===== src/rtl/mul_rr_arbiter.sv =====
// Round-robin front end that shares one pipelined 8x8 multiplier among NREQ
// requesters and tags every product with the ID of the requester that issued it.
module mul_rr_arbiter #(
  parameter int NREQ    = 4,
  parameter int IDW     = 2,
  parameter int MUL_LAT = 2
) (
  input  logic              clk,
  input  logic              rst,
  input  logic [NREQ-1:0]   req_valid,
  input  logic [8*NREQ-1:0] req_a,
  input  logic [8*NREQ-1:0] req_b,
  output logic [NREQ-1:0]   req_ready,
  output logic [7:0]        mul_a,
  output logic [7:0]        mul_b,
  input  logic [15:0]       mul_p,
  output logic              rsp_valid,
  output logic [IDW-1:0]    rsp_id,
  output logic [15:0]       rsp_p,
  output logic [2:0]        inflight
);

  if (NREQ < 2 || NREQ > 8 || NREQ > (1 << IDW) || MUL_LAT < 1 || MUL_LAT > 7)
  begin : g_bad_cfg
    $error("mul_rr_arbiter: illegal NREQ/IDW/MUL_LAT combination");
  end

  logic [IDW-1:0]     ptr_q, ptr_d;
  logic [MUL_LAT-1:0] tag_v_q, tag_v_d;
  logic [IDW-1:0]     tag_id_q [MUL_LAT];
  logic [IDW-1:0]     tag_id_d [MUL_LAT];
  logic [2:0]         inflight_q, inflight_d;

  logic [NREQ-1:0]    grant;
  logic               grant_any;
  logic [IDW-1:0]     grant_idx;
  logic [7:0]         op_a, op_b;
  logic               retire;

  // Handshake: request i transfers on a cycle where req_valid[i] && req_ready[i].
  // req_ready is a pure function of req_valid and ptr_q (never of a transfer),
  // at most one bit is set, and it is held low while rst is high.
  always_comb begin : arb
    int pos;
    pos       = 0;
    grant     = '0;
    grant_any = 1'b0;
    grant_idx = '0;
    op_a      = '0;
    op_b      = '0;
    ptr_d     = ptr_q;
    for (int k = 0; k < NREQ; k++) begin
      pos = int'(ptr_q) + k;
      if (pos >= NREQ) pos = pos - NREQ;
      for (int i = 0; i < NREQ; i++) begin
        if (!rst && !grant_any && pos == i && req_valid[i]) begin
          grant_any = 1'b1;
          grant[i]  = 1'b1;
          grant_idx = IDW'(i);
          op_a      = req_a[8*i +: 8];
          op_b      = req_b[8*i +: 8];
          ptr_d     = (i == NREQ - 1) ? '0 : IDW'(i + 1);
        end
      end
    end
  end

  assign retire = tag_v_q[MUL_LAT-1];

  // The tag pipe mirrors the multiplier's operand and product registers.
  always_comb begin : tag_next
    tag_v_d     = '0;
    tag_v_d[0]  = grant_any;
    tag_id_d[0] = grant_idx;
    for (int s = 1; s < MUL_LAT; s++) begin
      tag_v_d[s]  = tag_v_q[s-1];
      tag_id_d[s] = tag_id_q[s-1];
    end
    case ({grant_any, retire})
      2'b10:   inflight_d = inflight_q + 3'd1;
      2'b01:   inflight_d = inflight_q - 3'd1;
      default: inflight_d = inflight_q;
    endcase
  end

  always_ff @(posedge clk) begin
    if (rst) begin
      ptr_q      <= '0;
      tag_v_q    <= '0;
      inflight_q <= '0;
      for (int s = 0; s < MUL_LAT; s++) tag_id_q[s] <= '0;
    end else begin
      ptr_q      <= ptr_d;
      tag_v_q    <= tag_v_d;
      inflight_q <= inflight_d;
      for (int s = 0; s < MUL_LAT; s++) tag_id_q[s] <= tag_id_d[s];
    end
  end

  assign req_ready = grant;
  assign mul_a     = op_a;
  assign mul_b     = op_b;
  assign rsp_valid = retire;
  assign rsp_id    = tag_id_q[MUL_LAT-1];
  // Untagged products (idle slots, stale data after reset) never reach clients.
  assign rsp_p     = retire ? mul_p : 16'd0;
  assign inflight  = inflight_q;

endmodule


===== config.mk =====
export PLATFORM = sky130hd
export DESIGN_NAME = mul_rr_arbiter
export DESIGN_NICKNAME = d
export VERILOG_FILES = /design/src/rtl/mul_rr_arbiter.sv
export SDC_FILE = /design/constraint.sdc
export NUM_CORES = 1
export LEC_CHECK = 0
export ABC_AREA = 0
export CORE_MARGIN = 5
export CORE_UTILIZATION = 35
export DETAILED_ROUTE_END_ITERATION = 10
export MAX_ROUTING_LAYER = met4
export PLACE_DENSITY = 0.74
export REMOVE_ABC_BUFFERS = 1
export SYNTH_ARGS = -nofsm -noshare
export SYNTH_HDL_FRONTEND = slang
export SYNTH_SLANG_ARGS = --single-unit

===== constraint.sdc =====
create_clock -name clk -period 3.51 [get_ports clk]
set_clock_uncertainty 0.1 [all_clocks]
set_input_delay 0.702 -clock clk [delete_from_list [all_inputs] [get_ports clk]]
set_output_delay 0.702 -clock clk [all_outputs]
set_load 0.1 [all_outputs]

# --- After elaboration in Yosys (flattened, before gate mapping) ---
# Memories as Yosys holds them, arrays and structs flattened.
# Index checks and enable logic that the tools add are counted.
op_classes:
  n_addsub: 9
  mul: 0
  div_mod_pow: 0
  n_lt_le_gt_ge: 4
  n_eq_ne: 14
  shift: 0
  n_mux: 104
  bitwise: 2
  n_reduce_logical: 70
ops:
  columns: ["op", "n"]
  rows:
  - ["$eq A32 B3 Y1 const B", 8]
  - ["$mux W8", 32]
  - ["$eq A32 B2 Y1 const B", 4]
  - ["$logic_not A32 Y1", 4]
  - ["$mux W32", 4]
  - ["$mux W2", 31]
  - ["$logic_and A1 B1 Y1", 47]
  - ["$mux W1", 35]
  - ["$logic_not A1 Y1", 16]
  - ["$mux W16", 1]
  - ["$reduce_bool A15 Y1", 1]
  - ["$sub A3 B3 Y4 const B", 3]
  - ["$ge A3 B3 Y1 const B", 3]
  - ["$add A2 B2 Y3 const B", 2]
  - ["$pmux W3 S2", 1]
  - ["$sub A2 B3 Y4 const B", 1]
  - ["$add A2 B1 Y3 const B", 1]
  - ["$add A3 B1 Y3 const B", 1]
  - ["$ge A2 B3 Y1 const B", 1]
  - ["$sub A3 B1 Y3 const B", 1]
  - ["$eq A2 B1 Y1 const B", 1]
  - ["$eq A2 B2 Y1 const B", 1]
  - ["$or A1 B1 Y1", 2]
  - ["$reduce_bool A2 Y1", 1]
  - ["$reduce_or A2 Y1", 1]
word_totals:
  reg_bits: 7
  latch_bits: 0
  ram_bits: 4
  romBits: 0
  inputBits: 86
  output_inout_bits: 42
  word_cells: 207
  mem_count: 1
memory_table:
  columns: ["memory", "depth", "word_bits", "read_ports", "rd_ports_with_merged_regs", "wr", "line", "rtl"]
  rows:
  - ["tag_id_q", 2, 2, 2, 0, 2, "30", "logic [IDW-1:0] tag_id_q [MUL_LAT];"]

# --- Logic depth before layout (Yosys ltp) ---
logic_depth:
  depth_word: 83
  mapped_depth: 14
  depth_no_buf: 11

# --- Least setup slack after synthesis ---
# Ideal clock, no wire load.
synth_timing:
  kind: "input-to-output"
  startpoint: "input port req_valid[3]"
  endpoint: "output port mul_a[0]"
  t_arrival_ns: 4.233
  required_ns: 2.708
  setup_slack_ns: -1.525
  stages: 8
  path_buffers: 2
  path_cell_list: "buf_2 or3_1 o211ai_2 o21ai_2 buf_6 o31ai_1 nor3_1 a211oi_1"
synth_via:
  elab_chain_len: 62
  elab_cells_between_ends: 74
  cone_classes: "25 x mux; 49 x reduce/logical"
synth_rtl:
  columns: ["element", "line", "rtl"]
  rows:
  - ["from (decl)", "10", "input logic [NREQ-1:0] req_valid,"]
  - ["$logic_and A1 B1 Y1", "56", "if (!rst && !grant_any && pos == i && req_valid[i]) begin"]
  - ["$mux W1", "56", null]
  - ["$logic_not A1 Y1", "56", null]
  - ["$logic_and A1 B1 Y1 (3 in series)", "56", null]
  - ["$mux W1", "56", null]
  - ["$logic_not A1 Y1", "56", null]
  - ["$logic_and A1 B1 Y1 (3 in series)", "56", null]
  - ["$mux W1", "56", null]
  - ["(+36 left out)", null, null]
  - ["$logic_and A1 B1 Y1 (3 in series)", "56", null]
  - ["$mux W1", "56", null]
  - ["$logic_not A1 Y1", "56", null]
  - ["$logic_and A1 B1 Y1 (3 in series)", "56", null]
  - ["$mux W1", "56", null]
  - ["$logic_not A1 Y1", "56", null]
  - ["$logic_and A1 B1 Y1 (3 in series)", "56", null]
  - ["$mux W8 *", "56", null]
  - ["to (decl)", "14", "output logic [7:0] mul_a,"]
# Mark *: on every way between the ends. The rest lies on a longest branch, timed or not.

# --- Worst setup path after layout ---
layout_timing:
  startpoint: "input port req_valid[0]"
  endpoint: "output port mul_b[5]"
layout_via:
  elab_chain_len: 77
  elab_cells_between_ends: 92
  cone_classes: "31 x mux; 61 x reduce/logical"
layout_rtl:
  columns: ["element", "line", "rtl"]
  rows:
  - ["$logic_and A1 B1 Y1", "56", null]
  - ["$mux W1", "56", null]
  - ["$logic_not A1 Y1", "56", null]
  - ["$logic_and A1 B1 Y1 (3 in series)", "56", null]
  - ["$mux W1", "56", null]
  - ["$logic_not A1 Y1", "56", null]
  - ["$logic_and A1 B1 Y1 (3 in series)", "56", null]
  - ["$mux W1", "56", null]
  - ["(+51 left out)", null, null]
  - ["$logic_and A1 B1 Y1 (3 in series)", "56", null]
  - ["$mux W1", "56", null]
  - ["$logic_not A1 Y1", "56", null]
  - ["$logic_and A1 B1 Y1 (3 in series)", "56", null]
  - ["$mux W1", "56", null]
  - ["$logic_not A1 Y1", "56", null]
  - ["$logic_and A1 B1 Y1 (3 in series)", "56", null]
  - ["$mux W8 *", "56", null]
  - ["to (decl)", "15", "output logic [7:0] mul_b,"]
# Marks and branches as above.

==> metrics.md <==
| Metric | Value |
|---|---|
| Met2 GRT Util | 53.4% |
| Number of synthesized flops with an enable pin | 0 |
| Wirelength per Cell | about 22 um |
| Fin crit share | 101% |
| Clk_lat worst skew | 0.24 ns |
| Vias in the first global route | slightly above 5k |
| Core Box Area | slightly above 8000 um^2 |
| I/O Pins | 128 |
| Area Growth Syn to Fin | 108% |
| CTS Sinks | 11 |
| Status | complete, but fails checks |
| R2R Path End | inflight[2]$_SDFFE_PP0P_ |
| Max-slew violation count | 0 |
| Layout Nets | between 800 and 900 |
| Most common cell after layout, fill and taps aside | buf_4 |
| Pin count of the biggest net entering global routing | 19 |
| Sw frac | around 57% |
| Cell row count | 33 |
| Initial antenna violation count | 0 |
| Die H | between 100 and 150 um |
| Deepest clock path buffer count | 2 |
| Initial Util | ~36% |
| Fin crit period | between 3 and 4 ns |
| Synth Area per Inst | around 7 um^2 |
| Post-route antenna net violation count | 0 |
| Endpoints failing setup | 5 |
| Detailed Routing Iterations Pass 1 | 8 |
| Post-synthesis instance area | approximately 3000 um^2 |
| Reg clk slew, reported paths | about 0.050 ns |
| Clock Tree Root | clkbuf_8 |
| Synth Flop Type | dfxtp_1 |
| Slew margin rel. | between 30% and 40% |
| Flop pwr share | 8.1% |
| DIE WIDTH | slightly above 100 um |
| Synth warn | 0 |
| Synth Register Bits | 11 |
| P_leak | 2.61 nW |
| CP Max Fanout | 5 |
| Via count | about 5.2k |
| Critical path arrival | 2.73 ns |
| H-tree depth | 1 |
| Inst Count DP | 786 |
| Post-DR vias/cell | 6.39 |
| Most frequent cells in the layout | buf_4 (171), clkdlybuf4s50_1 (81), nand2_1 (53) |
| Startpoint Class | input pin |
| Slack of the critical path | -0.0248 ns |
| P_sw | 0.00129 W |
| Overflow left after global routing | 0 |
| CTS Hold Bufs | 0 |
| Clock share of power | 5.9% |
| R2R Setup Slk | about 0.12 ns |
| Register-to-Register Path Depth | 13 |
| Met3 GRT Util | 6.36% |
| Combinational Power Share | between 80 and 90% |
| ANT cells | 0 |
| Yosys top cell by area | dfxtp_1 |
| Int Power | between 0.0009 and 0.001 W |
| Reg-to-Reg Start | ptr_q[1]$_SDFFE_PP0P_ |
| Gr busiest metal | met2 |
| CTS Buf Count | 3 |
| Setup tns final | -0.0790 ns |
| Max-Cap Viols | 0 |
| Port bufs | between 100 and 150 |
| Worst Setup SP | req_valid[0] |
| Hold WC Path Type | flop to flop |
| Fmax | 283 MHz |
| Synth area leaders | dfxtp_1 (7.3%), nand2_1 (6.6%), a21oi_1 (5.7%) |
| Dpl ws | -0.697 ns |
| Crit Path Class | input pin to primary output |
| Crit path to | mul_b[5] |
| Initial DRC count | 600 |
| Syn Inst Count | around 440 |
| Synth cell types | 81 |
| Global-route wire length before repair | around 27 mm |
| Async SR Flop Fraction | 0% |
| # DRC | 0 |
| Met1 Resource Use GR | ~44% |
| Violated checks | setup timing |
| GRT Total Usage | between 30% and 40% |
| Final RePlAce weighted congestion | between 1 and 1.5 |
| Sequential share of the synthesized area | 7.33% |
| CTS tree | done |
| Yosys top cell area share | 7.33% |
| Power Density | ~360 nW/um^2 |
| Worst vdd ir | approximately 0.00044 V |
| Detailed-placement wirelength estimate | between 10 and 15 mm |
| DRT Wirelength | 18.4 mm |
| Required time worst endpoint | between 2 and 3 ns |
| Finished Layout Cells | 819 |
| Actual transition at the worst max-transition pin | a little under 1 ns |
| Worst setup EP type | primary output |
| Layout cells sized above 1 | a little over two fifths |
| Unrepaired setup endpoints after global routing | true |
| Final Hold Fails | 0 |
| Finished Core Util | 75.4% |
| DIE AREA | roughly 11,000 um^2 |
## cell families after synthesis
group	Yosys count	synth area share, %
AO/OA/AOI/OAI	180	44.9
XOR/XNOR	2	0.583
adder cells (fa/ha/maj)	2	1.08
buffers and inverters	48	8.62
flip-flops	11	7.33
multiplexers	4	1.50
AND/OR/NAND/NOR	194	36.0
## stage by stage
| stage | hold slack, ns | instance area (um^2) | power [W] |
|---|---|---|---|
| after floorplan | 0.314 | 2800 | 0.00122 |
| final | 0.340 | 6260 | 0.00227 |
| after global placement | 0.319 | 5490 | 0.00196 |
| after CTS | 0.344 | 5990 | 0.00220 |
| after global routing | 0.360 | 6260 | 0.00236 |
| after detailed placement | 0.332 | 5490 | 0.00197 |
## metal layers
layer	vias to the layer above	part of all wire, %
met2	416	45
met5	-	0
met1	2425	39
met3	102	11
li1	2290	-
met4	0	4.7
## layout make-up
class                           count  area [um^2]
Clock buffer                        4         45.0
Tap cell                          105          131
Multi-Input combinational cell    383         2850
Timing Repair Buffer              300         2950
Sequential cell                    11          223
Inverter                           16         63.8
Fill cell                         615         2040
## power by group through the flow
stage | clock network, W | registers, W | logic (W)
6_report | 0.000134 | 0.000184 | 0.00195
5_1_grt | 0.000148 | 0.000188 | 0.00202
4_1_cts | 0.000138 | 0.000181 | 0.00188
3_5_place_dp | 0 | 0.000183 | 0.00179
3_3_place_gp | 0 | 0.000181 | 0.00178
2_1_floorplan | 0 | 0.000314 | 0.000904
## synthesized netlist by cell type, drive strengths merged, types with 3 or more instances
library cell	count
a21o	3
and2	17
a211oi	9
o221ai	8
nand3	13
o21ai	25
or3	10
a222oi	7
a21oi	35
a221oi	15
clkbuf	4
a32o	4
a22oi	17
mux2i	3
buf	28
nor3	15
o21a	3
o22ai	10
or2	4
and3	5
a22o	4
dfxtp	11
a21boi	3
o211ai	7
a221o	9
inv	15
nand2b	10
a2111oi	3
nand2	56
a32oi	3
nor2b	10
nand4	3
nor2	37
a31oi	4
## worst min path at each step
| stage | cells after the start | to | from |
|---|---|---|---|
| 4_1_cts | 1 | tag_id_q[0][3]$_SDFF_PP0_ | tag_id_q[0][1]$_SDFF_PP0_ |
| 3_5_place_dp | 1 | tag_id_q[0][3]$_SDFF_PP0_ | tag_id_q[0][1]$_SDFF_PP0_ |
| 5_1_grt | 1 | tag_id_q[0][3]$_SDFF_PP0_ | tag_id_q[0][1]$_SDFF_PP0_ |
| 6_report | 1 | tag_id_q[0][3]$_SDFF_PP0_ | tag_id_q[0][1]$_SDFF_PP0_ |
| 2_1_floorplan | 1 | tag_id_q[0][2]$_SDFF_PP0_ | tag_id_q[0][0]$_SDFF_PP0_ |
| 3_3_place_gp | 1 | tag_id_q[0][3]$_SDFF_PP0_ | tag_id_q[0][1]$_SDFF_PP0_ |
## worst max-delay path, stage by stage
cell and delay [ns]:
buf_12 0.11, buf_4 0.13, or3_1 0.31, o211ai_2 0.19
o21ai_4 0.16, buf_4 0.18, or4_1 0.40, nand4_1 0.14
o22ai_1 0.08, nand2_1 0.13, buf_12 0.18
## flip-flops by register name, summed over array words and instances, names as in the netlist
name and cells:
tag_id_q 4, inflight 3, ptr_q 2, tag_v_q 2
## timing repair
| action | in CTS | in global routing |
|---|---|---|
| setup endpoints to repair | 22 | 18 |
| resized for setup | 77 | 56 |
| cloned | 4 | 1 |
| setup buffers | 21 | 5 |
| pin swaps | 21 | 31 |
Note: power is estimated with default switching activity, not from simulation.
